===== src/rtl/testdrive_slave_bus_arbiter.sv =====
// Round-robin arbiter sharing one virtual-slave register port between C_PORTS requesters.
// Grants one transaction per cycle and routes read data back to its owner after the slave latency.
module testdrive_slave_bus_arbiter #(
  parameter int C_PORTS      = 4,
  parameter int C_ADDR_BITS  = 10,
  parameter int C_RD_LATENCY = 1
) (
  input  logic                           CLK,
  input  logic                           RST,
  input  logic [C_PORTS-1:0]             REQ_WE,
  input  logic [C_PORTS-1:0]             REQ_RE,
  input  logic [C_PORTS*C_ADDR_BITS-1:0] REQ_ADDR,
  input  logic [C_PORTS*32-1:0]          REQ_WDATA,
  output logic [C_PORTS-1:0]             REQ_ACK,
  output logic [C_PORTS-1:0]             REQ_RVALID,
  output logic [31:0]                    REQ_RDATA,
  output logic                           WE,
  output logic [C_ADDR_BITS-1:0]         WADDR,
  output logic [31:0]                    WDATA,
  output logic                           RE,
  output logic [C_ADDR_BITS-1:0]         RADDR,
  input  logic [31:0]                    RDATA
);

  localparam int IW = (C_PORTS > 1) ? $clog2(C_PORTS) : 1;
  typedef logic [IW-1:0] idx_t;

  function automatic idx_t wrap_add(idx_t base, int off);
    int s;
    s = int'(base) + off;
    if (s >= C_PORTS) s = s - C_PORTS;
    return idx_t'(s);
  endfunction

  logic [C_PORTS-1:0]     req;
  logic                   grant_valid;
  idx_t                   grant_idx;
  idx_t                   cand;
  logic                   grant_we;
  logic [C_ADDR_BITS-1:0] grant_addr;
  logic [31:0]            grant_wdata;

  idx_t                   ptr_q,     ptr_d;
  logic                   we_q,      we_d;
  logic                   re_q,      re_d;
  logic [C_ADDR_BITS-1:0] waddr_q,   waddr_d;
  logic [31:0]            wdata_q,   wdata_d;
  logic [C_ADDR_BITS-1:0] raddr_q,   raddr_d;
  idx_t                   rd_port_q, rd_port_d;
  logic [C_PORTS-1:0]     rvalid_q,  rvalid_d;
  logic [31:0]            rdata_q,   rdata_d;

  // Return pipe stage k carries the read issued k+1 cycles earlier; its tail lines up with RDATA.
  logic [C_RD_LATENCY-1:0] pipe_vld_q, pipe_vld_d;
  idx_t                    pipe_idx_q [C_RD_LATENCY];
  idx_t                    pipe_idx_d [C_RD_LATENCY];

  always_comb begin
    // NOTE: every signal gets a default first so no path through this block infers a latch.
    req         = REQ_WE | REQ_RE;
    grant_valid = 1'b0;
    grant_idx   = '0;
    cand        = '0;
    for (int k = 0; k < C_PORTS; k++) begin
      cand = wrap_add(ptr_q, k);
      if (!grant_valid && req[cand]) begin
        grant_valid = 1'b1;
        grant_idx   = cand;
      end
    end

    REQ_ACK = '0;
    if (grant_valid) REQ_ACK[grant_idx] = 1'b1;

    // A port raising both strobes is served as a write; its read stays pending.
    grant_we    = REQ_WE[grant_idx];
    grant_addr  = REQ_ADDR[grant_idx*C_ADDR_BITS +: C_ADDR_BITS];
    grant_wdata = REQ_WDATA[grant_idx*32 +: 32];

    ptr_d     = grant_valid ? wrap_add(grant_idx, 1) : ptr_q;
    we_d      = grant_valid & grant_we;
    re_d      = grant_valid & ~grant_we;
    waddr_d   = waddr_q;
    wdata_d   = wdata_q;
    raddr_d   = raddr_q;
    rd_port_d = rd_port_q;
    if (we_d) begin
      waddr_d = grant_addr;
      wdata_d = grant_wdata;
    end
    if (re_d) begin
      raddr_d   = grant_addr;
      rd_port_d = grant_idx;
    end

    pipe_vld_d[0] = re_q;
    pipe_idx_d[0] = rd_port_q;
    for (int k = 1; k < C_RD_LATENCY; k++) begin
      pipe_vld_d[k] = pipe_vld_q[k-1];
      pipe_idx_d[k] = pipe_idx_q[k-1];
    end

    rvalid_d = '0;
    rdata_d  = rdata_q;
    if (pipe_vld_q[C_RD_LATENCY-1]) begin
      rvalid_d[pipe_idx_q[C_RD_LATENCY-1]] = 1'b1;
      rdata_d = RDATA;
    end
  end

  // NOTE: state updates use non-blocking assignments so every flop samples pre-edge values.
  always_ff @(posedge CLK or posedge RST) begin
    if (RST) begin
      ptr_q      <= '0;
      we_q       <= 1'b0;
      re_q       <= 1'b0;
      waddr_q    <= '0;
      wdata_q    <= '0;
      raddr_q    <= '0;
      rd_port_q  <= '0;
      rvalid_q   <= '0;
      rdata_q    <= '0;
      pipe_vld_q <= '0;
      for (int k = 0; k < C_RD_LATENCY; k++) pipe_idx_q[k] <= '0;
    end else begin
      ptr_q      <= ptr_d;
      we_q       <= we_d;
      re_q       <= re_d;
      waddr_q    <= waddr_d;
      wdata_q    <= wdata_d;
      raddr_q    <= raddr_d;
      rd_port_q  <= rd_port_d;
      rvalid_q   <= rvalid_d;
      rdata_q    <= rdata_d;
      pipe_vld_q <= pipe_vld_d;
      for (int k = 0; k < C_RD_LATENCY; k++) pipe_idx_q[k] <= pipe_idx_d[k];
    end
  end

  assign WE         = we_q;
  assign WADDR      = waddr_q;
  assign WDATA      = wdata_q;
  assign RE         = re_q;
  assign RADDR      = raddr_q;
  assign REQ_RVALID = rvalid_q;
  assign REQ_RDATA  = rdata_q;

endmodule


===== config.mk =====
export PLATFORM = sky130hd
export DESIGN_NAME = testdrive_slave_bus_arbiter
export DESIGN_NICKNAME = d
export VERILOG_FILES = /design/src/rtl/testdrive_slave_bus_arbiter.sv
export SDC_FILE = /design/constraint.sdc
export NUM_CORES = 1
export LEC_CHECK = 0
export ABC_CLOCK_PERIOD_IN_PS = 3950
export CORE_MARGIN = 1.5
export CORE_UTILIZATION = 39
export DETAILED_ROUTE_END_ITERATION = 7
export PLACE_DENSITY = 0.82
export SYNTH_ARGS = -nofsm -noshare
export SYNTH_HDL_FRONTEND = slang
export SYNTH_SLANG_ARGS = --single-unit

===== constraint.sdc =====
create_clock -name CLK -period 3.95 [get_ports CLK]
set_input_delay 0.79 -clock CLK [delete_from_list [all_inputs] [get_ports CLK]]
set_output_delay 0.79 -clock CLK [all_outputs]
set_load 0.01 [all_outputs]

Word level (Yosys, flattened, before mapping)
Index checks and enable logic that the tools add are counted.

Register bits after elaboration: 97. Input port bits: 210. Output and inout bits: 94.

Add/sub/neg operators: 9. Multiply operators: 1. Magnitude comparators: 13. Shift operators: 2. Multiplexer cells: 29. Bitwise logic cells: 4. Reduce and logical (&&, ||, !) cells: 8.

Operator list (count): 128-bit by 8-bit indexed part select with 32-bit output (1); 40-bit by 7-bit indexed part select with 10-bit output (1); 2-bit by 3-bit less-than comparator with 1-bit output, second input constant (6); 2-bit two-way mux (9); 3-bit greater-or-equal comparator, second input constant (4); 1-bit two-way mux (11); 1-bit binary-select mux with 2-bit select (5); 2-bit by 1-bit subtractor with 2-bit output, second input constant (5); 4-bit two-way mux (2); 2-bit by 1-bit adder with 3-bit output, second input constant (2); 2-bit by 2-bit adder with 3-bit output, second input constant (2); 1-bit logical AND (5); 2-bit by 3-bit multiplier with 5-bit output, second input constant (1); 1-bit demux with 2-bit select (2); 2-bit by 1-bit greater-or-equal comparator with 1-bit output, second input constant (2); 4-bit bitwise OR (1); 2-bit by 3-bit greater-or-equal comparator with 1-bit output, second input constant (1); 1-bit zero test (3); 1-bit bitwise AND (2); 1-bit inverter (1).

Depth between registers and ports, before layout
Gate-level depths: netlist of the first run.

Depth in word-level cells: 19. Mapped depth: 10. Mapped depth without buffers: 6.

Worst setup path before layout of the first run
Ideal clock, no wire load.

Path kind: input-to-output. From: in REQ_RE[1]. To: out REQ_ACK[1]. Arrival: 2.032 ns. Data required time: 3.160 ns. Slack: 1.128 ns. Stages: 7. Cell sequence: or2_0 -> buf_2 -> o311ai_2 -> and2_1 -> buf_4 -> buf_2 -> nor2_1.

Word-level cells in the longest chain between the ends: 18. Elaborated cells between the ends (all ways): 29.

RTL lines: start, declared (RTL line 11) `input logic [C_PORTS-1:0] REQ_RE,`; 4-bit bitwise OR (*) (RTL line 60) `req = REQ_WE | REQ_RE;`; 1-bit binary-select mux with 2-bit select (RTL line 66) `if (!grant_valid && req[cand]) begin`; 1-bit two-way mux (not written as such) (RTL line 66); 1-bit two-way mux (RTL line 66); 1-bit zero test (RTL line 66); 1-bit logical AND (RTL line 66); 1-bit two-way mux (RTL line 66); 1-bit zero test (RTL line 66); (+2 left out); 1-bit zero test (RTL line 66); 1-bit logical AND (RTL line 66); 2-bit two-way mux (RTL line 66); 2-bit by 3-bit less-than comparator with 1-bit output (not written as such) / 2-bit by 1-bit greater-or-equal comparator with 1-bit output (equally long branches) (RTL line 73) `if (grant_valid) REQ_ACK[grant_idx] = 1'b1;`; 1-bit logical AND (not written as such) (RTL line 73); 1-bit two-way mux (not written as such) (RTL line 73); 1-bit demux with 2-bit select (RTL line 73); 4-bit two-way mux (*) (RTL line 73); end, declared (RTL line 14) `output logic [C_PORTS-1:0] REQ_ACK,`.

Every way passes the cells marked *; elsewhere a longest branch is shown, timed or not. The select of a mux whose other input is x is not followed.

Worst setup path after layout of the first run
From: in REQ_WE[3]. To: out REQ_ACK[1].

Word-level cells in the longest chain between the ends: 18. Elaborated cells between the ends (all ways): 29.

RTL lines: start, declared (RTL line 10) `input logic [C_PORTS-1:0] REQ_WE,`; 4-bit bitwise OR (*) (RTL line 60); 1-bit binary-select mux with 2-bit select (RTL line 66); 1-bit two-way mux (not written as such) (RTL line 66); 1-bit two-way mux (RTL line 66); 1-bit zero test (RTL line 66); 1-bit logical AND (RTL line 66); 1-bit two-way mux (RTL line 66); 1-bit zero test (RTL line 66); (+2 left out); 1-bit zero test (RTL line 66); 1-bit logical AND (RTL line 66); 2-bit two-way mux (RTL line 66); 2-bit by 3-bit less-than comparator with 1-bit output (not written as such) / 2-bit by 1-bit greater-or-equal comparator with 1-bit output (equally long branches) (RTL line 73); 1-bit logical AND (not written as such) (RTL line 73); 1-bit two-way mux (not written as such) (RTL line 73); 1-bit demux with 2-bit select (RTL line 73); 4-bit two-way mux (*) (RTL line 73).

Marked as above.

==> results.sh, run 1 <==
export IMPL_die_area_um2=14200
export IMPL_netlist_top_cells_count="dfrtp_1, mux2i_1, mux2_2, nand2_1, o21ai_1"
export IMPL_critical_path_max_stage_delay_ps=560
export IMPL_leakagePower_nw=3.74
export IMPL_drv_slew=0
export IMPL_syn_to_final_growth_pct=65.2
export IMPL_ys_ff_latch=97
export IMPL_diodes=0
export IMPL_start_util_pct=39.8
export IMPL_multi_input_comb_area_um2=2540
export IMPL_m1WireLength_um=5660
export IMPL_synth_cells=450
export IMPL_post_place_ws_ps=258
export IMPL_start_kind="input port"
export IMPL_postSynthAreaPerCell_um2=11.7
export IMPL_min_period_ps=3670
export IMPL_grt_pass1_vias=4698
export IMPL_status="completed"
export IMPL_grtUsageTotal_pct=20.8
export IMPL_crit_chain="clkdlybuf4s50_1 > nor2_1 > o311ai_2 > and2_2 > nor2_1 > clkdlybuf4s50_1"
export IMPL_regArea_um2=2430
export IMPL_cp_max_fo=7
export IMPL_fin_setup_tns_ps=0
export IMPL_rsz0062_at_grt="no"
export IMPL_dpl_cell_area_um2=8340
export IMPL_h_tree_depth=3
export IMPL_maxCapViolCount=0
export IMPL_max_freq_ghz=0.272
export IMPL_die_x_um=119
export IMPL_routed_wl_um=15000
export IMPL_critPathRequiredTime_ps=3160
export IMPL_hold_path_class="reg -> reg"
export IMPL_tightest_slew_ps=1340
export IMPL_post_route_drc_count=0
export IMPL_synth_most_common_cell="dfrtp_1"
export IMPL_design_area_um2=8680
export IMPL_setup_violations=0
export IMPL_cp_end_kind="output port"
export IMPL_yosys_area_top_type_share_pct=46.2
export IMPL_seq_area_frac_synth_pct=46.2
export IMPL_irDropWorstVdd_mv=0.452
export IMPL_grt_max_degree=87
export IMPL_wl_met3_um=1110
export IMPL_dr_wl_met2_um=7780
export IMPL_io_buffers=303
export IMPL_drtPass1Iterations=4
export IMPL_synth_main_ff_cell="dfrtp_1"
export IMPL_period_share_pct=92.9
export IMPL_synthesis_area_um2=5250
export IMPL_synthTopCellsByArea="dfrtp_1, mux2i_1, mux2_2"
export IMPL_rows=42
export IMPL_arrival_ps=2880
export IMPL_power_density_nw_per_um2=745
export IMPL_clock_sinks=97
export IMPL_insertion_delay_ps=330
export IMPL_yosys_warnings=0
export IMPL_nNetsFinal=948
export IMPL_crit_type="in -> out"
export IMPL_max_slew_margin_rel_pct=10.7
export IMPL_synth_distinct_cells=45
export IMPL_synth_top_cell_by_area="dfrtp_1"
export IMPL_die_h_um=119
export IMPL_viasPerCell=4.95
export IMPL_hpwlAfterDp_um=11900
export IMPL_ios=304
export IMPL_antenna_found_initial=0
export IMPL_wl_per_cell_um=16.3
export IMPL_ctsHoldBuffers=0
export IMPL_highest_layer="met4"
export IMPL_post_cts_setup_buffers=0
export IMPL_gp_congestion=0.872
export IMPL_drive_gt1_share_pct=14.0
export IMPL_grt_pass1_wl_um=23300
export IMPL_drt_iter0_markers=147
export IMPL_fillers=1033
export IMPL_fin_ws_ps=280
export IMPL_ctsResizeCount=0
export IMPL_hold_viol_final=0
export IMPL_path_clk_slew_ps=70
export IMPL_synth_nets=660
export IMPL_grt_overflow=0
export IMPL_drtAntennaViolNets=0
export IMPL_cts_tree="yes"
export IMPL_async_flop_share_pct=100
export IMPL_cts_root_buf="clkbuf_16"
export IMPL_cts_buffers=9
export IMPL_cp_slowest_cell="clkdlybuf4s50_1"
export IMPL_synth_edf_count=0
export IMPL_vias=4553
export IMPL_finClkSkew_ps=5.93
export IMPL_fin_hold_ws_ps=378
export IMPL_fp_coreArea_um2=13200
export IMPL_cts_max_path_buffers=2
-- state kept, by name (all words and copies together) (netlist names) --
name / flops
WDATA: 32
RADDR: 10
pipe_vld_q: 1
pipe_idx_d: 2
REQ_RDATA: 32
ptr_q: 2
pipe_idx_q: 2
RE: 1
WE: 1
WADDR: 10
REQ_RVALID: 4
-- cell usage in the layout, fill, tap and decap left out, types with 9 or more instances in the layout --
cell type          n
dfrtp_1           97
inv_1             13
o21ai_1           43
clkdlybuf4s50_1  303
mux2_2            74
nor2_1            11
clkbuf_16          9
mux2i_1           94
nand2_1           45
-- stage by stage --
stage / power (W) / utilization [%] / instances
floorplan: 0.00407 / - / 450
global placement: 0.00545 / 63.2 / 903
detailed placement: 0.00558 / 63.2 / 903
CTS: 0.00656 / 65.8 / 919
global route: 0.00687 / 65.8 / 919
finish: 0.00647 / 65.8 / 919
-- final cells by class --
cell class	count	area share, %
Inverter	14	0.635
Tap cell	176	2.54
Multi-Input combinational cell	308	29.3
Clock inverter	5	0.981
Sequential cell	97	28.0
Clock buffer	11	2.91
Timing Repair Buffer	308	35.7
-- power by group --
| group | switching (W) | internal [W] | total (W) |
|---|---|---|---|
| sequential | 0.000351 | 0.00151 | 0.00186 |
| combinational | 0.00157 | 0.00207 | 0.00364 |
| clock | 0.000368 | 0.000593 | 0.000960 |
| total | 0.00229 | 0.00417 | 0.00647 |
-- metal layers --
layer  up-vias  GRT usage, %
met1      2120          22.4
li1       2167             -
met5         -             0
met4         0          9.56
met2       234          38.8
met3        32          4.55
-- critical path, delay by kind of cell --
| family | cells | cell delay (ps) |
|---|---|---|
| AND/OR/NAND/NOR | 3 | 830 |
| buffers and inverters | 2 | 1060 |
| AO/OA/AOI/OAI | 1 | 210 |
-- kinds of logic after synthesis --
| family | Yosys count | synth area share [%] |
|---|---|---|
| multiplexers | 168 | 33.8 |
| flip-flops | 97 | 46.2 |
| AND/OR/NAND/NOR | 72 | 6.36 |
| AO/OA/AOI/OAI | 68 | 8.19 |
| buffers and inverters | 45 | 5.45 |
-- path summary, 6_finish.rpt --
kind / from / endpoint / slack, ps / cells after the start
worst max-delay path: REQ_WE[3] / REQ_ACK[1] / 280 / 6
worst min register to register: RE / pipe_vld_q / 380 / 0
worst min-delay path: RE / pipe_vld_q / 380 / 0
min in group asynchronous: RST / ptr_q[1] / 1040 / 2
max in group asynchronous: RST / WE / 2100 / 3
worst max register to register: ptr_q[1] / RADDR[1] / 980 / 8
Note: power is estimated with default switching activity, not from simulation.
==> run 2: changes to the inputs <==
--- a/config.mk
+++ b/config.mk
@@ -6,7 +6,7 @@
 export NUM_CORES = 1
 export LEC_CHECK = 0
 export ABC_CLOCK_PERIOD_IN_PS = 3950
-export CORE_MARGIN = 1.5
+export CORE_MARGIN = 2
 export CORE_UTILIZATION = 39
 export DETAILED_ROUTE_END_ITERATION = 7
 export PLACE_DENSITY = 0.82
==> run 2 against run 1 <==
Effect of this change: sequential power about the same; cell area rose by 0.27%; critical path depth unchanged; worst setup slack improved by 50 ps; hold slack improved by 1.7 ps; fmax is 1.4% higher; clock power down 2.7%; clock-buffer cell count shrank 2; first-iteration DRC count grew 21%; core utilization rose by 0.18 points; combinational power increased by 2%; die area rose by 1.7%.
==> results.sh, run 2 (synthesized netlist as in run 1, its figures left out) <==
export IMPL_status="completed"
export IMPL_tightest_slew_ps=860
export IMPL_grt_pass1_vias=4695
export IMPL_wl_per_cell_um=16.3
export IMPL_drtAntennaViolNets=0
export IMPL_max_slew_margin_rel_pct=42.7
export IMPL_cts_tree="yes"
export IMPL_drt_iter0_markers=178
export IMPL_drtPass1Iterations=4
export IMPL_min_period_ps=3620
export IMPL_critPathRequiredTime_ps=3160
export IMPL_grt_pass1_wl_um=23300
export IMPL_cts_root_buf="clkbuf_16"
export IMPL_post_route_drc_count=0
export IMPL_fp_coreArea_um2=13200
export IMPL_max_freq_ghz=0.276
export IMPL_ios=304
export IMPL_dp_cells=906
export IMPL_drv_slew=0
export IMPL_ctsHoldBuffers=0
export IMPL_grtUsageTotal_pct=20.5
export IMPL_irDropWorstVdd_mv=0.444
export IMPL_rows=42
export IMPL_maxCapViolCount=0
export IMPL_fin_setup_tns_ps=0
export IMPL_io_buffers=303
export IMPL_nNetsFinal=951
export IMPL_start_kind="input port"
export IMPL_gp_congestion=0.889
export IMPL_stdcell_count=922
export IMPL_post_cts_setup_buffers=0
export IMPL_hold_viol_final=0
export IMPL_grt_max_degree=86
export IMPL_rsz0062_at_grt="no"
export IMPL_period_share_pct=91.6
export IMPL_power_w=0.00647
export IMPL_finClkSkew_ps=6.44
export IMPL_antenna_found_initial=0
export IMPL_cp_end_kind="output port"
export IMPL_drive_gt1_share_pct=14.3
export IMPL_leakagePower_nw=3.75
export IMPL_arrival_ps=2830
export IMPL_path_clk_slew_ps=60
export IMPL_setup_violations=0
export IMPL_grt_overflow=0
export IMPL_die_x_um=120
export IMPL_vias=4451
export IMPL_h_tree_depth=3
export IMPL_hpwlAfterDp_um=11900
export IMPL_crit_type="in -> out"
export IMPL_syn_to_final_growth_pct=65.6
export IMPL_die_area_um2=14400
export IMPL_die_h_um=120
export IMPL_final_common_cell="clkdlybuf4s50_1"
export IMPL_routed_wl_um=15000
export IMPL_cp_max_fo=6
export IMPL_insertion_delay_ps=330
export IMPL_layout_common_cells="clkdlybuf4s50_1, dfrtp_1, mux2i_1"
export IMPL_hold_path_class="reg -> reg"
export IMPL_diodes=0
export IMPL_power_density_nw_per_um2=744
export IMPL_cts_buffers=9
export IMPL_clock_sinks=97
export IMPL_viasPerCell=4.83
export IMPL_ctsResizeCount=0
export IMPL_cts_max_path_buffers=2
export IMPL_start_util_pct=39.8
run 2: cell types whose count changed in the layout (fill, tap and decap cells not counted), sizes merged:
cell,before,now
clkbuf,11,9
inv,15,16
buf,5,8
clkinvlp,1,2
run 2: power breakdown:
group | internal, W | switching [W] | leakage, nW
Sequential | 0.00151 | 0.000330 | 1.16
Clock | 0.000560 | 0.000374 | 0.153
Combinational | 0.00209 | 0.00161 | 2.43
Total | 0.00416 | 0.00231 | 3.75
run 2: metal layers:
metal | vias to the layer above | track usage [%] | routed length [µm]
li1 | 2181 | - | -
met3 | 21 | 5.28 | 1260
met2 | 198 | 38.4 | 7840
met1 | 2051 | 22.5 | 5640
met5 | - | 0 | 0
met4 | 0 | 6.62 | 299
run 2: worst paths after layout:
check,from,endpoint,slack (ps),cells past startpoint
min,RE,pipe_vld_q,380,0
min in group asynchronous,RST,REQ_RDATA[6],860,2
min reg2reg,RE,pipe_vld_q,380,0
max,REQ_RE[0],REQ_ACK[1],330,6
max in group asynchronous,RST,REQ_RDATA[5],2400,3
max reg2reg,ptr_q[1],RADDR[7],1090,8
run 2: layout make-up:
type | count | area (µm²)
clock inverter | 7 | 101
tap | 176 | 220
fill | 1033 | 4490
timing repair buffer | 311 | 3130
inverter | 14 | 55.1
clock buffer | 9 | 225
multi-input combinational | 308 | 2540
sequential | 97 | 2430
run 2: worst max-delay path, stage by stage:
cell             delay, ps
clkdlybuf4s50_1        540
nor2_1                 340
o32a_1                 340
nand2_4                 90
nor2_1                 150
clkdlybuf4s50_1        580
run 2: through the flow:
step | utilization [%] | hold WS (ps) | worst slack, ps | instance area, µm²
floorplan | - | 354 | 626 | 5250
global placement | 63.5 | 359 | 405 | 8370
detailed placement | 63.5 | 366 | 333 | 8370
CTS | 66.0 | 381 | 350 | 8700
global route | 66.0 | 396 | 231 | 8700
finish | 66.0 | 380 | 330 | 8700
